===== config.mk =====
export PLATFORM = sky130hd
export DESIGN_NAME = lsu_dmem_port_flat
export DESIGN_NICKNAME = d
export VERILOG_FILES = /design/src/rtl/lsu_dmem_port_if.sv /design/src/rtl/lsu_dmem_port.sv /design/src/flat_wrapper.sv
export SDC_FILE = /design/constraint.sdc
export NUM_CORES = 1
export LEC_CHECK = 0
export ABC_CLOCK_PERIOD_IN_PS = 5150
export CAP_MARGIN = 5
export CORE_MARGIN = 5
export CORE_UTILIZATION = 47
export DETAILED_ROUTE_END_ITERATION = 8
export GPL_TIMING_DRIVEN = 0
export PLACE_DENSITY = 0.91
export SETUP_SLACK_MARGIN = 0.2
export SYNTH_ARGS = -nofsm -noshare
export SYNTH_HDL_FRONTEND = slang
export SYNTH_SLANG_ARGS = --single-unit

===== constraint.sdc =====
create_clock -name clk -period 5.15 [get_ports clk]
set_input_delay 0.515 -clock clk [delete_from_list [all_inputs] [get_ports clk]]
set_output_delay 0.515 -clock clk [all_outputs]
set_load 0.05 [all_outputs]

===== src/rtl/lsu_dmem_port_if.sv =====
// Core-request / response / data-memory bundle for lsu_dmem_port.
// slave: the load/store unit side; master: the core-plus-memory side.
`ifndef XLEN
`define XLEN 32
`endif

interface lsu_dmem_port_if;
    logic              req_valid;
    logic              req_ready;
    logic              req_we;
    logic [2:0]        req_funct3;
    logic [`XLEN-1:0]  req_addr;
    logic [`XLEN-1:0]  req_wdata;

    logic              resp_valid;
    logic [`XLEN-1:0]  resp_rdata;
    logic              resp_err;

    logic              mem_we;
    logic [`XLEN-1:0]  mem_a;
    logic [`XLEN-1:0]  mem_wd;
    logic              mem_lb;
    logic              mem_lh;
    logic              mem_sb;
    logic              mem_sh;
    logic              mem_lu;
    logic [`XLEN-1:0]  mem_rd;

    modport slave (
        input  req_valid, req_we, req_funct3, req_addr, req_wdata, mem_rd,
        output req_ready, resp_valid, resp_rdata, resp_err,
        output mem_we, mem_a, mem_wd, mem_lb, mem_lh, mem_sb, mem_sh, mem_lu
    );

    modport master (
        output req_valid, req_we, req_funct3, req_addr, req_wdata, mem_rd,
        input  req_ready, resp_valid, resp_rdata, resp_err,
        input  mem_we, mem_a, mem_wd, mem_lb, mem_lh, mem_sb, mem_sh, mem_lu
    );
endinterface


===== src/rtl/lsu_dmem_port.sv =====
// Load/store unit data-memory port: accepts one RISC-V load/store at a time,
// performs it on a single-cycle data memory and returns a one-cycle response.
// Optional macro LSU_MISALIGN_SPLIT_EN: misaligned half/word accesses are
// broken into byte accesses; when undefined they are rejected with resp_err.
`ifndef XLEN
`define XLEN 32
`endif

module lsu_dmem_port (
    input  logic           clk,
    input  logic           reset,
    lsu_dmem_port_if.slave bus
);
`ifdef LSU_MISALIGN_SPLIT_EN
    localparam bit SPLIT_EN = 1'b1;
`else
    localparam bit SPLIT_EN = 1'b0;
`endif

    typedef enum logic [1:0] {
        IDLE,
        ACCESS,
        RESP
`ifdef LSU_MISALIGN_SPLIT_EN
        , SPLIT
`endif
    } state_t;

    state_t      state;
    logic        r_we;
    logic [2:0]  r_f3;
    logic        req_ok;
    logic        req_mis;
    logic        req_reject;
`ifdef LSU_MISALIGN_SPLIT_EN
    logic [1:0]       k;
    logic [`XLEN-1:0] wsh;
    logic [`XLEN-1:0] asm;
    logic [`XLEN-1:0] asm_next;
`endif

    // {1,1}=word, {1,0}=half, {0,1}=byte
    function automatic logic [1:0] size_code(input logic [1:0] sz);
        case (sz)
            2'b00:   size_code = 2'b01;
            2'b01:   size_code = 2'b10;
            default: size_code = 2'b11;
        endcase
    endfunction

    function automatic logic [`XLEN-1:0] extend(input logic [2:0] f3, input logic [`XLEN-1:0] d);
        case (f3)
            3'b000:  extend = {{(`XLEN-8){d[7]}}, d[7:0]};
            3'b001:  extend = {{(`XLEN-16){d[15]}}, d[15:0]};
            3'b100:  extend = {{(`XLEN-8){1'b0}}, d[7:0]};
            3'b101:  extend = {{(`XLEN-16){1'b0}}, d[15:0]};
            default: extend = d;
        endcase
    endfunction

    // Request classification: legal funct3, alignment, and whether to reject
    always_comb begin
        if (bus.req_we)
            req_ok = (bus.req_funct3 == 3'b000) || (bus.req_funct3 == 3'b001) ||
                     (bus.req_funct3 == 3'b010);
        else
            req_ok = (bus.req_funct3 == 3'b000) || (bus.req_funct3 == 3'b001) ||
                     (bus.req_funct3 == 3'b010) || (bus.req_funct3 == 3'b100) ||
                     (bus.req_funct3 == 3'b101);
        req_mis = ((bus.req_funct3[1:0] == 2'b01) && bus.req_addr[0]) ||
                  ((bus.req_funct3[1:0] == 2'b10) && (bus.req_addr[1:0] != 2'b00));
        req_reject = !req_ok || (req_mis && !SPLIT_EN);
    end

`ifdef LSU_MISALIGN_SPLIT_EN
    // Merge the byte returned this SPLIT cycle into lane k of the assembly word
    always_comb begin
        asm_next = asm;
        asm_next[{k, 3'b000} +: 8] = bus.mem_rd[7:0];
    end
`endif

    // Control FSM; every output is a register loaded on the edge entering its state
    always_ff @(posedge clk) begin
        if (reset) begin
            state          <= IDLE;
            r_we           <= 1'b0;
            r_f3           <= '0;
            bus.req_ready  <= 1'b1;
            bus.resp_valid <= 1'b0;
            bus.resp_err   <= 1'b0;
            bus.resp_rdata <= '0;
            {bus.mem_we, bus.mem_lb, bus.mem_lh, bus.mem_sb, bus.mem_sh, bus.mem_lu} <= '0;
            bus.mem_a      <= '0;
            bus.mem_wd     <= '0;
`ifdef LSU_MISALIGN_SPLIT_EN
            k              <= '0;
            wsh            <= '0;
            asm            <= '0;
`endif
        end else begin
            case (state)
                IDLE: begin
                    if (bus.req_valid) begin
                        r_we          <= bus.req_we;
                        r_f3          <= bus.req_funct3;
                        bus.req_ready <= 1'b0;
                        if (req_reject) begin
                            state          <= RESP;
                            bus.resp_valid <= 1'b1;
                            bus.resp_err   <= 1'b1;
                            bus.resp_rdata <= '0;
                        end
`ifdef LSU_MISALIGN_SPLIT_EN
                        // mem_a and wsh double as the address/data registers for the byte walk
                        else if (req_mis) begin
                            state      <= SPLIT;
                            k          <= '0;
                            asm        <= '0;
                            wsh        <= bus.req_wdata >> 8;
                            bus.mem_a  <= bus.req_addr;
                            bus.mem_we <= bus.req_we;
                            bus.mem_wd <= bus.req_we ? `XLEN'(bus.req_wdata[7:0]) : '0;
                            bus.mem_lb <= 1'b0;
                            bus.mem_lh <= !bus.req_we;
                            bus.mem_sb <= 1'b0;
                            bus.mem_sh <= bus.req_we;
                            bus.mem_lu <= 1'b1;
                        end
`endif
                        else begin
                            state      <= ACCESS;
                            bus.mem_a  <= bus.req_addr;
                            bus.mem_we <= bus.req_we;
                            bus.mem_wd <= bus.req_we ? bus.req_wdata : '0;
                            {bus.mem_lb, bus.mem_lh} <= bus.req_we ? 2'b00 : size_code(bus.req_funct3[1:0]);
                            {bus.mem_sb, bus.mem_sh} <= bus.req_we ? size_code(bus.req_funct3[1:0]) : 2'b00;
                            bus.mem_lu <= bus.req_funct3[2];
                        end
                    end
                end
                ACCESS: begin
                    state          <= RESP;
                    {bus.mem_we, bus.mem_lb, bus.mem_lh, bus.mem_sb, bus.mem_sh, bus.mem_lu} <= '0;
                    bus.mem_a      <= '0;
                    bus.mem_wd     <= '0;
                    bus.resp_valid <= 1'b1;
                    bus.resp_err   <= 1'b0;
                    bus.resp_rdata <= r_we ? '0 : extend(r_f3, bus.mem_rd);
                end
`ifdef LSU_MISALIGN_SPLIT_EN
                SPLIT: begin
                    asm <= asm_next;
                    if (k == ((r_f3[1:0] == 2'b01) ? 2'd1 : 2'd3)) begin
                        state          <= RESP;
                        {bus.mem_we, bus.mem_lb, bus.mem_lh, bus.mem_sb, bus.mem_sh, bus.mem_lu} <= '0;
                        bus.mem_a      <= '0;
                        bus.mem_wd     <= '0;
                        bus.resp_valid <= 1'b1;
                        bus.resp_err   <= 1'b0;
                        bus.resp_rdata <= r_we ? '0 : extend(r_f3, asm_next);
                    end else begin
                        k          <= k + 2'd1;
                        bus.mem_a  <= bus.mem_a + `XLEN'(1);
                        bus.mem_wd <= r_we ? `XLEN'(wsh[7:0]) : '0;
                        wsh        <= wsh >> 8;
                    end
                end
`endif
                RESP: begin
                    state          <= IDLE;
                    bus.req_ready  <= 1'b1;
                    bus.resp_valid <= 1'b0;
                    bus.resp_err   <= 1'b0;
                    bus.resp_rdata <= '0;
                end
                default: state <= IDLE;
            endcase
        end
    end
endmodule


===== src/flat_wrapper.sv =====
// flat-port wrapper written by rule: the top's interface ports become plain ports
module lsu_dmem_port_flat 
  (clk, reset, bus_req_valid, bus_req_we, bus_req_funct3, bus_req_addr, bus_req_wdata, bus_mem_rd, bus_req_ready, bus_resp_valid, bus_resp_rdata, bus_resp_err, bus_mem_we, bus_mem_a, bus_mem_wd, bus_mem_lb, bus_mem_lh, bus_mem_sb, bus_mem_sh, bus_mem_lu);
  lsu_dmem_port_if bus_i ();
  input  logic clk;
  input  logic reset;
  input wire logic [$bits(bus_i.req_valid)-1:0] bus_req_valid;
  input wire logic [$bits(bus_i.req_we)-1:0] bus_req_we;
  input wire logic [$bits(bus_i.req_funct3)-1:0] bus_req_funct3;
  input wire logic [$bits(bus_i.req_addr)-1:0] bus_req_addr;
  input wire logic [$bits(bus_i.req_wdata)-1:0] bus_req_wdata;
  input wire logic [$bits(bus_i.mem_rd)-1:0] bus_mem_rd;
  output wire logic [$bits(bus_i.req_ready)-1:0] bus_req_ready;
  output wire logic [$bits(bus_i.resp_valid)-1:0] bus_resp_valid;
  output wire logic [$bits(bus_i.resp_rdata)-1:0] bus_resp_rdata;
  output wire logic [$bits(bus_i.resp_err)-1:0] bus_resp_err;
  output wire logic [$bits(bus_i.mem_we)-1:0] bus_mem_we;
  output wire logic [$bits(bus_i.mem_a)-1:0] bus_mem_a;
  output wire logic [$bits(bus_i.mem_wd)-1:0] bus_mem_wd;
  output wire logic [$bits(bus_i.mem_lb)-1:0] bus_mem_lb;
  output wire logic [$bits(bus_i.mem_lh)-1:0] bus_mem_lh;
  output wire logic [$bits(bus_i.mem_sb)-1:0] bus_mem_sb;
  output wire logic [$bits(bus_i.mem_sh)-1:0] bus_mem_sh;
  output wire logic [$bits(bus_i.mem_lu)-1:0] bus_mem_lu;
  assign bus_i.req_valid = bus_req_valid;
  assign bus_i.req_we = bus_req_we;
  assign bus_i.req_funct3 = bus_req_funct3;
  assign bus_i.req_addr = bus_req_addr;
  assign bus_i.req_wdata = bus_req_wdata;
  assign bus_i.mem_rd = bus_mem_rd;
  assign bus_req_ready = bus_i.req_ready;
  assign bus_resp_valid = bus_i.resp_valid;
  assign bus_resp_rdata = bus_i.resp_rdata;
  assign bus_resp_err = bus_i.resp_err;
  assign bus_mem_we = bus_i.mem_we;
  assign bus_mem_a = bus_i.mem_a;
  assign bus_mem_wd = bus_i.mem_wd;
  assign bus_mem_lb = bus_i.mem_lb;
  assign bus_mem_lh = bus_i.mem_lh;
  assign bus_mem_sb = bus_i.mem_sb;
  assign bus_mem_sh = bus_i.mem_sh;
  assign bus_mem_lu = bus_i.mem_lu;
  lsu_dmem_port u_core (.clk(clk), .reset(reset), .bus(bus_i));
endmodule

==> parameters.txt <==
Parameter                              Value

Status
  Run status ... finished clean

Global routing
  Wire length of the first global-routing pass ... 26500 um
  Maximum number of pins on one net before global-route repair ... 17
  Antenna violations before repair ... 0
  Via count of the first global-routing pass ... between 5000 and 6000
  Final global-route overflow total ... 0
  Total routing usage reported by global routing ... 24.7%

Setup path
  Critical path required time ... 5.42 ns
  Type of the worst setup path ... in -> reg
  Startpoint class of the critical path ... input port
  Worst setup EP type ... flop
  Arrival time reported for the critical path endpoint ... 2.84 ns
  Critical-path maximum fanout ... 10

Power and ir drop
  P per Cell Area ... roughly 260 nW/um^2
  Tot Pwr ... 1.99 mW
  Peak supply drop ... 0.179 mV
  Leakage dissipation ... 2.55 nW

Final layout
  Leading cell type in the layout, fill and taps excluded ... sky130_fd_sc_hd__clkdlybuf4s50_1
  Final nets ... between 800 and 900
  Area occupied by multi-input gates ... 2350 um^2
  Non-Filler Cell Area, Final ... between 7000 and 8000 um^2
  Ant diodes ... 0
  Share of cells above drive strength 1 ... 5.98%
  Register area ... 2220 um^2
  Growth of design area from synthesis to finish ... 47.6%
  Highest-count cells in the layout ignoring fill and taps ... sky130_fd_sc_hd__clkdlybuf4s50_1, sky130_fd_sc_hd__dfxtp_1, sky130_fd_sc_hd__o31ai_1
  Fill cells ... 818
  Share of the core filled with cells in the final layout ... 70.4%

Routing
  Detailed-route wire length ... 16600 um
  Routed via count ... 5238
  Avg WL per Cell ... ~18 um
  Number of remaining DRC errors ... 0
  Initial DRT Pass Iterations ... 5
  Number of DRC violations after detailed-routing iteration 0 ... between 300 and 400
  Residual antenna-violating net count after detailed routing ... 0
  Average vias per placed instance ... about 5.7

STA
  Setup repair after global routing missed its margin ... no
  Final critical delay including setup and external delays ... 2.57 ns
  Minimum setup slack in the final design ... 2.58 ns
  Achievable Freq ... ~0.39 GHz
  Clock Skew ... between 0.01 and 0.015 ns
  Setup TNS Final ... 0 ns
  Tcrit/Tclk final ... 49.8%
  Actual transition at the worst max-transition pin ... 0.985 ns
  Setup Viol. Count Final ... 0
  Final max-slew violation count ... 0
  Final hold violations ... 0
  Max-slew headroom at the worst pin ... 33.4%

Clock tree
  Worst-path clk slew ... 0.10 ns
  Post-CTS setup buffer count ... 0
  Clock tree from TritonCTS ... built
  Clock Root Buffer ... sky130_fd_sc_hd__clkbuf_8
  Number of buffers created by CTS ... 9
  Num Clock Sinks ... 111
  Clock tree buffer depth ... 2
  Clock H-tree levels ... 3
  Hold bufs inserted after CTS ... 0
  Clk_lat worst skew ... roughly 0.36 ns
  Post-CTS Resized ... 0

Floorplan
  Core area ... between 10000 and 15000 um^2
  FP Rows ... 38
  Top-Level Pins ... 208
  Initial core utilization ... approximately 48%
  Die footprint ... roughly 13000 um^2
  Height of the chip ... 115 um
  X dimension of the die ... 115 um

Synth
  Post-Synthesis Cell Area ... 5150 um^2
  Flip-flop and latch count after synthesis ... 111
  Post-synthesis async set-or-reset flop share ... 0%
  Number of enable-type register cells in the synthesized netlist ... 0
  Post-Synthesis Net Count ... 672
  Distinct cell type count of the synthesized netlist ... 42
  Synthesized instance count ... 565
  Synth Warn # ... 0
  Synth Area per Inst ... 9.11 um^2
  Sequential share of the synthesized area ... a little over two fifths
  Commonest register cell after synthesis ... sky130_fd_sc_hd__dfxtp_1

Place
  Detail Placement HPWL ... 12900 um
  Placed cell areas ... 7390 um^2
  Setup Slack @ Placement ... approximately 2.2 ns
  Weighted congestion at the end of routability-driven global placement ... 0.836
  Input/output buffers ... a little over 200

Worst hold path
  Worst min-delay path category ... reg -> reg

Flow run
  Max capacitance violation total ... 0
[synthesized netlist by cell type (all sizes together), types with 2 or more instances]
cell / instances / area, um^2
nor2b: 35 / 219
a2111oi: 5 / 45.0
ha: 4 / 50.1
mux2i: 16 / 160
a31o: 5 / 43.8
o31ai: 81 / 608
dfxtp: 111 / 2220
mux2: 2 / 22.5
buf: 25 / 168
nand2: 35 / 131
inv: 69 / 259
o311ai: 17 / 149
nand4: 4 / 25.0
nand2b: 4 / 25.0
a21oi: 8 / 43.8
o21a: 8 / 60.1
nor3b: 2 / 20.0
nor2: 6 / 22.5
o21ai: 11 / 55.1
o2111ai: 62 / 543
clkbuf: 40 / 150
[worst max-delay path: stages]
cell	delay (ns)
sky130_fd_sc_hd__clkdlybuf4s50_1	0.47
sky130_fd_sc_hd__clkbuf_1	0.26
sky130_fd_sc_hd__nor3b_1	0.84
sky130_fd_sc_hd__clkbuf_1	0.40
sky130_fd_sc_hd__o2111ai_1	0.22
sky130_fd_sc_hd__o31ai_1	0.12
[per-stage QoR]
stage,hold slack [ns],std cells
after floorplan,0.448,565
after detailed placement,0.454,911
after global routing,0.492,926
final,0.461,926
after CTS,0.470,926
after global placement,0.444,911
[per-layer routing]
metal / GRT usage [%] / wire length (um) / up-vias
met5: 0 / 0 / -
li1: - / - / 2539
met4: 9.82 / 483 / 0
met3: 7.45 / 1490 / 36
met1: 28.4 / 6480 / 2448
met2: 42.8 / 8170 / 215
[power breakdown]
| part | switching (mW) | internal [mW] | leakage, nW |
|---|---|---|---|
| clock network | 0.282 | 0.284 | 0.109 |
| registers | 0.0209 | 0.893 | 0.899 |
| logic | 0.311 | 0.199 | 1.54 |
[worst paths after layout]
| path | from | end | slack, ns | cells after the start |
|---|---|---|---|---|
| worst max-delay path | reset | u_core.bus.mem_wd[19]$_SDFFE_PP0P_ | 2.58 | 6 |
| worst min-delay path | u_core.bus.resp_rdata[0]$_SDFFE_PP0P_ | u_core.bus.resp_rdata[0]$_SDFFE_PP0P_ | 0.46 | 2 |
| worst max register to register | u_core.state[1]$_SDFFE_PP0P_ | u_core.bus.mem_wd[19]$_SDFFE_PP0P_ | 2.77 | 6 |
| worst min register to register | u_core.bus.resp_rdata[0]$_SDFFE_PP0P_ | u_core.bus.resp_rdata[0]$_SDFFE_PP0P_ | 0.46 | 2 |
[registers in the layout (all words and copies together), names as in the netlist, 2 cells and up]
signal,count
u_core.r_f3,3
u_core.bus.resp_rdata,32
u_core.bus.mem_wd,32
u_core.state,2
u_core.bus.mem_a,32
[logic make-up after synthesis]
logic type	synth area share, %
AND/OR/NAND/NOR	9.87
buffers and inverters	11.3
flip-flops	43.2
AO/OA/AOI/OAI	31.2
multiplexers	3.55
adder cells (fa/ha/maj)	0.972
[final cells by class]
cell class | count | area share, %
buffer | 65 | 4.18
clock buffer | 11 | 1.86
timing repair buffer | 206 | 27.1
clock inverter | 4 | 0.922
sequential | 111 | 29.2
inverter | 70 | 3.46
multi-input combinational | 319 | 30.9
tap | 140 | 2.31
(Power assumes the default switching activity.)
